<file path="src/rtl/cycle_sequencer.sv">
`default_nettype none
// ============================================================================
//  Module   : cycle_sequencer
//  Brief    : T-state / machine-cycle sequencer with RUN/HALT control and a
//             sticky overrun flag for instructions longer than 8 machine cycles.
//  Revision : 1.0  initial release
// ============================================================================
module cycle_sequencer (
    input  logic       i_Clk,
    input  logic       i_Rst_n,
    input  logic       i_Stall,
    input  logic       i_IR_Fetch,
    input  logic       i_Halt_Req,
    input  logic       i_Wake,
    output logic [3:0] o_Cycle_Step,
    output logic [7:0] o_Cycle_Count,
    output logic       o_Active,
    output logic       o_IR_Latch,
    output logic       o_Overrun
);

    typedef enum logic [0:0] {
        ST_RUN  = 1'b0,
        ST_HALT = 1'b1
    } state_t;

    localparam logic [3:0] C_STEP_T1 = 4'b0001;
    localparam logic [7:0] C_CNT_M1  = 8'h01;

    state_t     state_q,   state_d;
    logic [3:0] step_q,    step_d;
    logic [7:0] count_q,   count_d;
    logic       overrun_q, overrun_d;

    logic       w_cycle_end;

    // Machine-cycle boundary: last T-state of the cycle on an edge that advances.
    assign w_cycle_end = step_q[3] & ~i_Stall;

    always_ff @(posedge i_Clk or negedge i_Rst_n) begin
        if (!i_Rst_n) begin
            state_q   <= ST_RUN;
            step_q    <= C_STEP_T1;
            count_q   <= C_CNT_M1;
            overrun_q <= 1'b0;
        end else begin
            state_q   <= state_d;
            step_q    <= step_d;
            count_q   <= count_d;
            overrun_q <= overrun_d;
        end
    end

    always_comb begin
        state_d   = state_q;
        step_d    = step_q;
        count_d   = count_q;
        overrun_d = overrun_q;

        if (!i_Stall) begin
            step_d = {step_q[2:0], step_q[3]};
        end

        if (w_cycle_end) begin
            case (state_q)
                ST_RUN: begin
                    if (i_IR_Fetch) begin
                        count_d = C_CNT_M1;
                        // Wake is deliberately not sampled here; halt wins at the boundary.
                        if (i_Halt_Req) begin
                            state_d = ST_HALT;
                        end
                    end else if (count_q[7]) begin
                        count_d   = C_CNT_M1;
                        overrun_d = 1'b1;
                    end else begin
                        count_d = {count_q[6:0], 1'b0};
                    end
                end
                ST_HALT: begin
                    count_d = C_CNT_M1;
                    if (i_Wake) begin
                        state_d = ST_RUN;
                    end
                end
                default: begin
                    state_d = ST_RUN;
                    count_d = C_CNT_M1;
                end
            endcase
        end
    end

    assign o_Cycle_Step  = step_q;
    assign o_Cycle_Count = count_q;
    assign o_Active      = (state_q == ST_RUN);
    assign o_Overrun     = overrun_q;
    assign o_IR_Latch    = o_Active & i_IR_Fetch & step_q[3] & ~i_Stall;

endmodule
`default_nettype wire

</file>
<file path="config.mk">
export PLATFORM = sky130hd
export DESIGN_NAME = cycle_sequencer
export DESIGN_NICKNAME = d
export VERILOG_FILES = /design/src/rtl/cycle_sequencer.sv
export SDC_FILE = /design/constraint.sdc
export NUM_CORES = 1
export LEC_CHECK = 0
export ABC_AREA = 1
export BUFFER_PORTS_ARGS = -buffer_cell sky130_fd_sc_hd__clkbuf_2
export CELL_PAD_IN_SITES_DETAIL_PLACEMENT = 0
export CELL_PAD_IN_SITES_GLOBAL_PLACEMENT = 1
export CORE_MARGIN = 2
export CORE_UTILIZATION = 36
export DETAILED_ROUTE_END_ITERATION = 8
export GPL_ROUTABILITY_DRIVEN = 0
export GPL_TIMING_DRIVEN = 1
export PLACE_DENSITY = 0.86
export SYNTH_ARGS = -nofsm -noshare
export SYNTH_HDL_FRONTEND = slang
export SYNTH_SLANG_ARGS = --single-unit
</file>
<file path="constraint.sdc">
create_clock -name i_Clk -period 1.5 [get_ports i_Clk]
set_input_delay 0.225 -clock i_Clk [delete_from_list [all_inputs] [get_ports i_Clk]]
set_output_delay 0.225 -clock i_Clk [all_outputs]
set_load 0.01 [all_outputs]
</file>
==> metrics.sh, run 1 <==
RESULT_OF_THE_RUN='finished, final reports clean'
CP_MAX_FO=10
STANDARD_CELL_ROW_COUNT=14
REPORT.FINAL.HOLD_VIOL_COUNT=0
DRT-TOTAL-WL_MM=1.18
CTS_TREE='done'
P_LEAK_nW=0.400
SEQPWRFRAC_PCT=52.6
DRT-WIRELENGTH-PER-CELL_UM=11.4
CRITPATHBUFINV=3
MAXIMUM_NUMBER_OF_PINS_ON_ONE_NET_BEFORE_GLOBAL_ROUTE_REPAIR=15
SYNTH.FF_LATCH_COUNT=14
MAXSLEWHEADROOM_PCT=76.9
INITIAL_UTILIZATION_PCT=38.8
POWER.NET_SWITCHING_W=0.000316
MAX_CAP_VIOLATIONS=0
STARTPOINT_TYPE='flop'
CRITICAL_PATH_REQUIRED_NS=1.27
NUMCTSBUFFERS=3
IO_PINS=21
DETAIL_ROUTE.WIRELENGTH.MET1_UM=583
DRC=0
TIMING.CRITICAL_PATH.ARRIVAL_NS=1.15
MIN_FROM='i_Halt_Req'
WORST_IR_DROP_VDD_uV=633
GRT_PASS1_WL_MM=1.93
SYNTHCELLS=64
CTS.PATH.MAX_BUFFERS=2
ANTENNA_FOUND_INITIAL=0
DETAILEDROUTE.FIRSTPASSITERATIONCOUNT=4
SYNTH.NET_COUNT=70
FINALSETUPTNS_NS=0
DP_HPWL_UM=840
MET3_WIRELENGTH_UM=88
PORTBUFFERS=20
FIN_NETS=96
MET2_WIRELENGTH_UM=495
POWER_PER_CELL_AREA_mW_PER_MM2=1270
POWER_FRAC_CLOCK_PCT=21.9
END_KIND='output pin'
FINAL.PERIOD_UTILIZATION_PCT=91.7
SYNTHDISTINCTLIBCELLS=14
CRITPATHKIND='flop to output pin'
POST_SYNTH_INSTANCE_AREA_UM2=592
FF2FF_PATH_DEPTH=3
GRT_UTIL_ALL_LAYERS_PCT=14.2
MAXUSEDROUTINGLAYER='met4'
HOLD_PATH_CELLS=3
R2R_START='o_Cycle_Count[7]'
UTILIZATION_PCT=48.9
H-TREE-DEPTH=1
FINALMAXSLEWVIOLATIONS=0
CTS.ROOT.BUFFER_CELL='clkbuf_4'
POST-ROUTE-CELL-AREA_UM2=746
SYNTH_SEQUENTIAL_AREA_RATIO_PCT=59.6
PLACEMENT.CELL_AREA_UM2=708
DETAIL-ROUTE-ANTENNA-NETS=0
REGISTER_TO_REGISTER_SETUP_SLACK_NS=0.50
POSTSYNTHAREAPERCELL_UM2=9.25
CRIT_FAMILY='flip-flops'
ANTENNA_CELLS_INSERTED=0
CLOCK_PERIOD_MINUS_WORST_SLACK_NS=1.38
FLOW.AREA_GROWTH_FROM_SYNTHESIS_PCT=26.0
LAYOUT-DRIVE-GT1-SHARE_PCT=39.8
WORST-SLEW-PIN-TRANSITION_NS=0.346
CRIT_PATH_CELL_TRACE='inv_1, nor2_4, inv_2, nor3_2, clkbuf_2'
CRITPATHSLOWESTCELL='dfrtp_1'
YS.WARNINGS.COUNT=0
WORST_HOLD_PATH_TYPE='input port to flop'
GR-TOTAL-OVERFLOW=0
CLK-INSERTION-DELAY-LATE_NS=0.28
CLKSLEWWORSTSETUPHOLDPATHS_NS=0.08
COMB_POWER_SHARE_PCT=25.5
CHIPWIDTH_UM=44.5
SETUP_REPAIR_AFTER_GLOBAL_ROUTING_MISSED_ITS_MARGIN='no'
INITIALDRTVIOLATIONCOUNT=5
VIA_COUNT=494
ROUTE.DETAILED.VIAS_PER_INST=4.75
REGTOREGENDPOINT='o_Cycle_Count[2]'
CP_SLOWEST_STAGE_DELAY_NS=0.34
WORST_CLOCK_SKEW_NS=0.00202
DIEAREA_MM2=0.00198
CLKSINKCOUNT=14
MAXCLOCKFREQUENCY_GHz=0.727
POWER_SWITCHING_SHARE_PCT=33.3
DIEHEIGHT_UM=44.5
CORE_MM2=0.00152
POST_CTS_SETUP_BUFS=0
SETUP_VIOLATIONS=0
VIA_COUNT_OF_THE_FIRST_GLOBAL_ROUTING_PASS=441
HOLDPATHEND='state_q'
INTERNAL_POWER_W=0.000632
tightest hold or removal path: stages:
cell,delay [ns]
clkbuf_2,0.08
nand4_1,0.08
nand2_1,0.05
cells by family (layout without fill, tap and decap cells):
logic type,after synthesis,after routing,share of synthesized area (%)
flip-flops,14,14,59.6
buffers and inverters,8,32,6.34
AND/OR/NAND/NOR,35,35,27.5
AO/OA/AOI/OAI,7,7,6.55
cells in the final DEF (no fill, tap or decap), drive strengths merged:
master	n
nand2	27
clkbuf	23
dfrtp	12
inv	7
o21ai	7
nand4	5
dfstp	2
nor2	2
nor3	1
dlygate4sd3	1
buf	1
flip-flops by register name (all words and copies together), names as in the netlist:
register and flops:
state_q 1, o_Cycle_Count 8, o_Cycle_Step 4, o_Overrun 1
area by class of cell:
class	count	area, µm²
fill	154	778
sequential	14	353
multi-input combinational	42	206
timing repair buffer	22	118
inverter	7	26.3
clock buffer	3	22.5
tap	16	20.0
per-stage QoR:
stage | std cells | hold WS (ns) | total power, W | setup WS [ns]
global placement | 100 | 0.144 | 0.000745 | 0.417
floorplan | 64 | -0.0706 | 0.000643 | 0.357
CTS | 104 | 0.188 | 0.000959 | 0.0924
finish | 104 | 0.195 | 0.000948 | 0.124
detailed placement | 100 | 0.152 | 0.000747 | 0.404
global route | 104 | 0.193 | 0.00101 | 0.0474
what timing repair did:
action,in CTS,in global routing
resized for setup,0,1
hold endpoints to repair,12,0
hold buffers,1,0
endpoints found under the setup margin,0,1
power groups by stage:
stage,registers (W),clock network (W),logic (W)
after floorplan,0.000529,0,0.000114
after global placement,0.000507,0,0.000237
after detailed placement,0.000506,0,0.000241
after CTS,0.000499,0.000216,0.000244
after global routing,0.000512,0.000229,0.000269
final,0.000499,0.000207,0.000242
synth_stat cells, drive strengths merged:
cell type / n / area, µm²
inv: 7 / 26.3
dfstp: 2 / 52.6
nor2: 2 / 17.5
nor3: 1 / 5.00
nand2: 27 / 109
buf: 1 / 11.3
dfrtp: 12 / 300
nand4: 5 / 31.3
o21ai: 7 / 38.8
metal layers:
layer  vias to the layer above  GRT usage [%]
li1                        253              -
met1                       219           19.4
met2                        18           17.7
met3                         4           5.31
met4                         0           10.9
met5                         -              0
worst max path at each step:
stage                          startpoint  depth (start not counted)          to  slack [ns]
final                     o_Cycle_Step[3]                          5  o_IR_Latch        0.12
after global routing      o_Cycle_Step[3]                          5  o_IR_Latch        0.05
after CTS                 o_Cycle_Step[3]                          5  o_IR_Latch        0.09
after detailed placement  o_Cycle_Step[3]                          5  o_IR_Latch        0.40
after global placement            i_Stall                          5  o_IR_Latch        0.42
after floorplan           o_Cycle_Step[3]                          4  o_IR_Latch        0.36
No activity file was read; power rests on OpenSTA's default activity.
==> run 2, diff against run 1 <==
--- a/config.mk
+++ b/config.mk
@@ -5,16 +5,16 @@
 export SDC_FILE = /design/constraint.sdc
 export NUM_CORES = 1
 export LEC_CHECK = 0
-export ABC_AREA = 1
 export BUFFER_PORTS_ARGS = -buffer_cell sky130_fd_sc_hd__clkbuf_2
 export CELL_PAD_IN_SITES_DETAIL_PLACEMENT = 0
 export CELL_PAD_IN_SITES_GLOBAL_PLACEMENT = 1
 export CORE_MARGIN = 2
-export CORE_UTILIZATION = 36
+export CORE_UTILIZATION = 38
+export CTS_CLUSTER_DIAMETER = 30
 export DETAILED_ROUTE_END_ITERATION = 8
 export GPL_ROUTABILITY_DRIVEN = 0
 export GPL_TIMING_DRIVEN = 1
-export PLACE_DENSITY = 0.86
+export PLACE_DENSITY = 0.85
 export SYNTH_ARGS = -nofsm -noshare
 export SYNTH_HDL_FRONTEND = slang
 export SYNTH_SLANG_ARGS = --single-unit
==> metrics.sh, run 2 <==
NETLIST_TOP_CELLS_AREA='dfrtp_1, o2bb2ai_1, dfstp_2, nand3b_1, mux2_2'
ANTENNA_CELLS_INSERTED=0  # unchanged
POST_SYNTH_INSTANCE_AREA_UM2=606  # +2.3%
SYNTH.CELLS.MOST_FREQUENT='dfrtp_1, nand3b_1, o2bb2ai_1'
POST_SYNTH_AND_OR_NAND_NOR_AREA_FRACTION_PCT=15.3  # -12 points
SYNTH_AREA_LEADER_CELL='dfrtp_1'
ROUTE.DETAILED.VIAS_PER_INST=5.28  # +11%
CTS.PATH.MAX_BUFFERS=2  # unchanged
NUMCTSBUFFERS=3  # unchanged
POST_SYNTH_FA_HA_MAJ_AREA_FRACTION_PCT=0  # unchanged
WORST_IR_DROP_VDD_uV=872  # +38%
VIA_COUNT=465  # -5.9%
SETUP_VIOLATIONS=0  # unchanged
DETAILEDROUTE.FIRSTPASSITERATIONCOUNT=3  # -1
CLOCK_PERIOD_MINUS_WORST_SLACK_NS=1.31  # -0.0645 ns
SYNTHDISTINCTLIBCELLS=16  # +2
SETUP_REPAIR_AFTER_GLOBAL_ROUTING_MISSED_ITS_MARGIN='no'
SYNTHCELLS=48  # -25%
MOSTFREQUENTLAYOUTCELLS='clkbuf_2, dfrtp_1, nand3b_1, o2bb2ai_1, mux2_2'
MIN_FROM='i_IR_Fetch'
CHIPWIDTH_UM=43.9  # -1.4%
CP_MAX_FO=8  # -2
POST-ROUTE-CELL-AREA_UM2=769  # +3.2%
P_LEAK_nW=0.380  # -5.0%
YOSYS-MUX-AREA-FRACTION_PCT=7.44  # +7.4 points
CRITPATHKIND='flop to flop'
DIEAREA_MM2=0.00193  # -2.8%
END_KIND='flop'
PLACEMENT.CELL_AREA_UM2=723  # +2.1%
INITIALDRTVIOLATIONCOUNT=4  # -1
ASYNC_SR_FLOP_FRACTION_PCT=100  # unchanged
ANTENNA_FOUND_INITIAL=0  # unchanged
YOSYSTOPAREACELLSHARE_PCT=49.6  # -1.2 points
CRIT_START='state_q'
FINALMAXSLEWVIOLATIONS=0  # unchanged
FINAL.PERIOD_UTILIZATION_PCT=87.4  # -4.3 points
GRT_PASS1_WL_MM=2.02  # +5.0%
DRC=0  # unchanged
CTS.ROOT.BUFFER_CELL='clkbuf_4'
DETAIL-ROUTE-ANTENNA-NETS=0  # unchanged
WORST_HOLD_PATH_TYPE='input port to flop'
SYNTH.FF_LATCH_COUNT=14  # unchanged
LAYOUT-DRIVE-GT1-SHARE_PCT=45.8  # +6.1 points
LARGEST_REGISTER_FFS=8  # unchanged
H-TREE-DEPTH=1  # unchanged
R2R_START='state_q'
FILLERS=142  # -7.8%
POST_CTS_SETUP_BUFS=0  # unchanged
SYNTH_TOP_FAMILY_BY_AREA='simple AND/OR/NAND/NOR gates'
POWER_PER_CELL_AREA_mW_PER_MM2=878  # -31%
WORST-SLEW-PIN-TRANSITION_NS=0.337  # -0.00952 ns
DRT-WIRELENGTH-PER-CELL_UM=13.9  # +22%
FLOW.AREA_GROWTH_FROM_SYNTHESIS_PCT=27.1
CLKSLEWWORSTSETUPHOLDPATHS_NS=0.09  # about the same
MAXCLOCKFREQUENCY_GHz=0.763  # +4.9%
DRT-TOTAL-WL_MM=1.22  # +3.2%
FINAL.SETUP.WORST_SLACK_NS=0.189  # +0.0645 ns
VIA_COUNT_OF_THE_FIRST_GLOBAL_ROUTING_PASS=446  # +1.1%
SYNTH_XOR_AREA_SHARE_PCT=0  # unchanged
CORE_MM2=0.00151  # -1.1%
IO_PINS=21  # unchanged
FINALSETUPTNS_NS=0  # unchanged
MAX_CAP_VIOLATIONS=0  # unchanged
SYNTH_EDF_COUNT=0  # unchanged
REPORT.FINAL.HOLD_VIOL_COUNT=0  # unchanged
CRITICAL_PATH_REQUIRED_NS=1.71  # +0.44 ns
POSTSYNTHAREAPERCELL_UM2=12.6  # +36%
SEQCELLAREA_UM2=353  # unchanged
CLKSINKCOUNT=14  # unchanged
MAXSLEWHEADROOM_PCT=77.5  # +0.63 points
INITIAL_UTILIZATION_PCT=40.2  # +1.4 points
DIEHEIGHT_UM=43.9  # -1.4%
SYNTHMOSTINSTANTIATEDCELL='dfrtp_1'
TIMING.CRITICAL_PATH.ARRIVAL_NS=1.52  # +0.37 ns
UTILIZATION_PCT=51.1  # +2.1 points
CLK-INSERTION-DELAY-LATE_NS=0.28  # about the same
SYNTH_COMPOUND_AREA_SHARE_PCT=13.0  # +6.5 points
STANDARD_CELL_ROW_COUNT=14  # unchanged
GRT_UTIL_ALL_LAYERS_PCT=15.0  # +0.79 points
DOMINANTREGCELLSYNTH='dfrtp_1'
FIN_NETS=79  # -18%
SYNTH.NET_COUNT=54  # -23%
STARTPOINT_TYPE='flop'
MAXIMUM_NUMBER_OF_PINS_ON_ONE_NET_BEFORE_GLOBAL_ROUTE_REPAIR=15  # unchanged
RESULT_OF_THE_RUN='finished, final reports clean'
MULTI_INPUT_COMB_AREA_UM2=216  # +4.8%
YS.WARNINGS.COUNT=0  # unchanged
SYNTH_SEQUENTIAL_AREA_RATIO_PCT=58.3  # -1.4 points
CTS_TREE='done'
FINAL_COMMON_CELL='clkbuf_2'
WORST_CLOCK_SKEW_NS=0.00275  # +0.000733 ns
PORTBUFFERS=20  # unchanged
GR-TOTAL-OVERFLOW=0  # unchanged
PLACE_WORST_SETUP_SLACK_NS=0.198  # -0.206 ns
==> run 2: area by class of cell <==
class / count / area share, %
timing repair buffer: 24 / 17.2
inverter: 3 / 1.46
clock buffer: 4 / 4.72
multi-input combinational: 27 / 28.1
sequential: 14 / 45.9
tap: 16 / 2.60
==> run 2: what timing repair did <==
action,4_1_cts,5_1_grt
hold endpoints to repair,12,0
resized for setup,0,0
hold buffers,1,0
==> run 2: worst paths after layout <==
kind / to / slack (ns) / cells after the start
max: o_Cycle_Count[0] / 0.19 / 2
min: o_Overrun / 0.17 / 2
max reg2reg: o_Cycle_Count[0] / 0.19 / 2
min reg2reg: o_Overrun / 0.47 / 2
max in group asynchronous: o_Cycle_Count[0] / 0.83 / 2
min in group asynchronous: o_Cycle_Count[7] / 0.37 / 2
==> run 2: layer usage <==
metal / GRT usage [%] / up-vias / routed length [µm]
met5: 0 / - / 0
met4: 5.45 / 0 / 10
met3: 7.50 / 2 / 75
met2: 21.2 / 17 / 527
met1: 19.7 / 226 / 609
li1: - / 220 / -
==> run 2: worst max-delay path, stage by stage, from the launching register on <==
cell	delay, ns
dfrtp_1	0.42
or3_1	0.51
mux2_2	0.31
==> run 2: stage by stage <==
stage | total power (W) | cells | hold WS (ns)
final | 0.000675 | 88 | 0.175
after detailed placement | 0.000411 | 83 | 0.144
after CTS | 0.000689 | 88 | 0.164
after floorplan | 0.000393 | 48 | -0.0706
after global routing | 0.000712 | 88 | 0.163
after global placement | 0.000411 | 83 | 0.145
==> run 2: logic make-up after synthesis <==
logic type	after synthesis
buf+inv	7
simple gates	14
mux	4
flops	14
compound gates	9
==> run 2: where the power goes <==
part           internal, W  switching (W)  leakage [nW]  total (W)
registers         0.000377              0         0.178   0.000377
clock network     0.000148       0.000122        0.0210   0.000270
logic            0.0000136      0.0000142         0.181  0.0000279
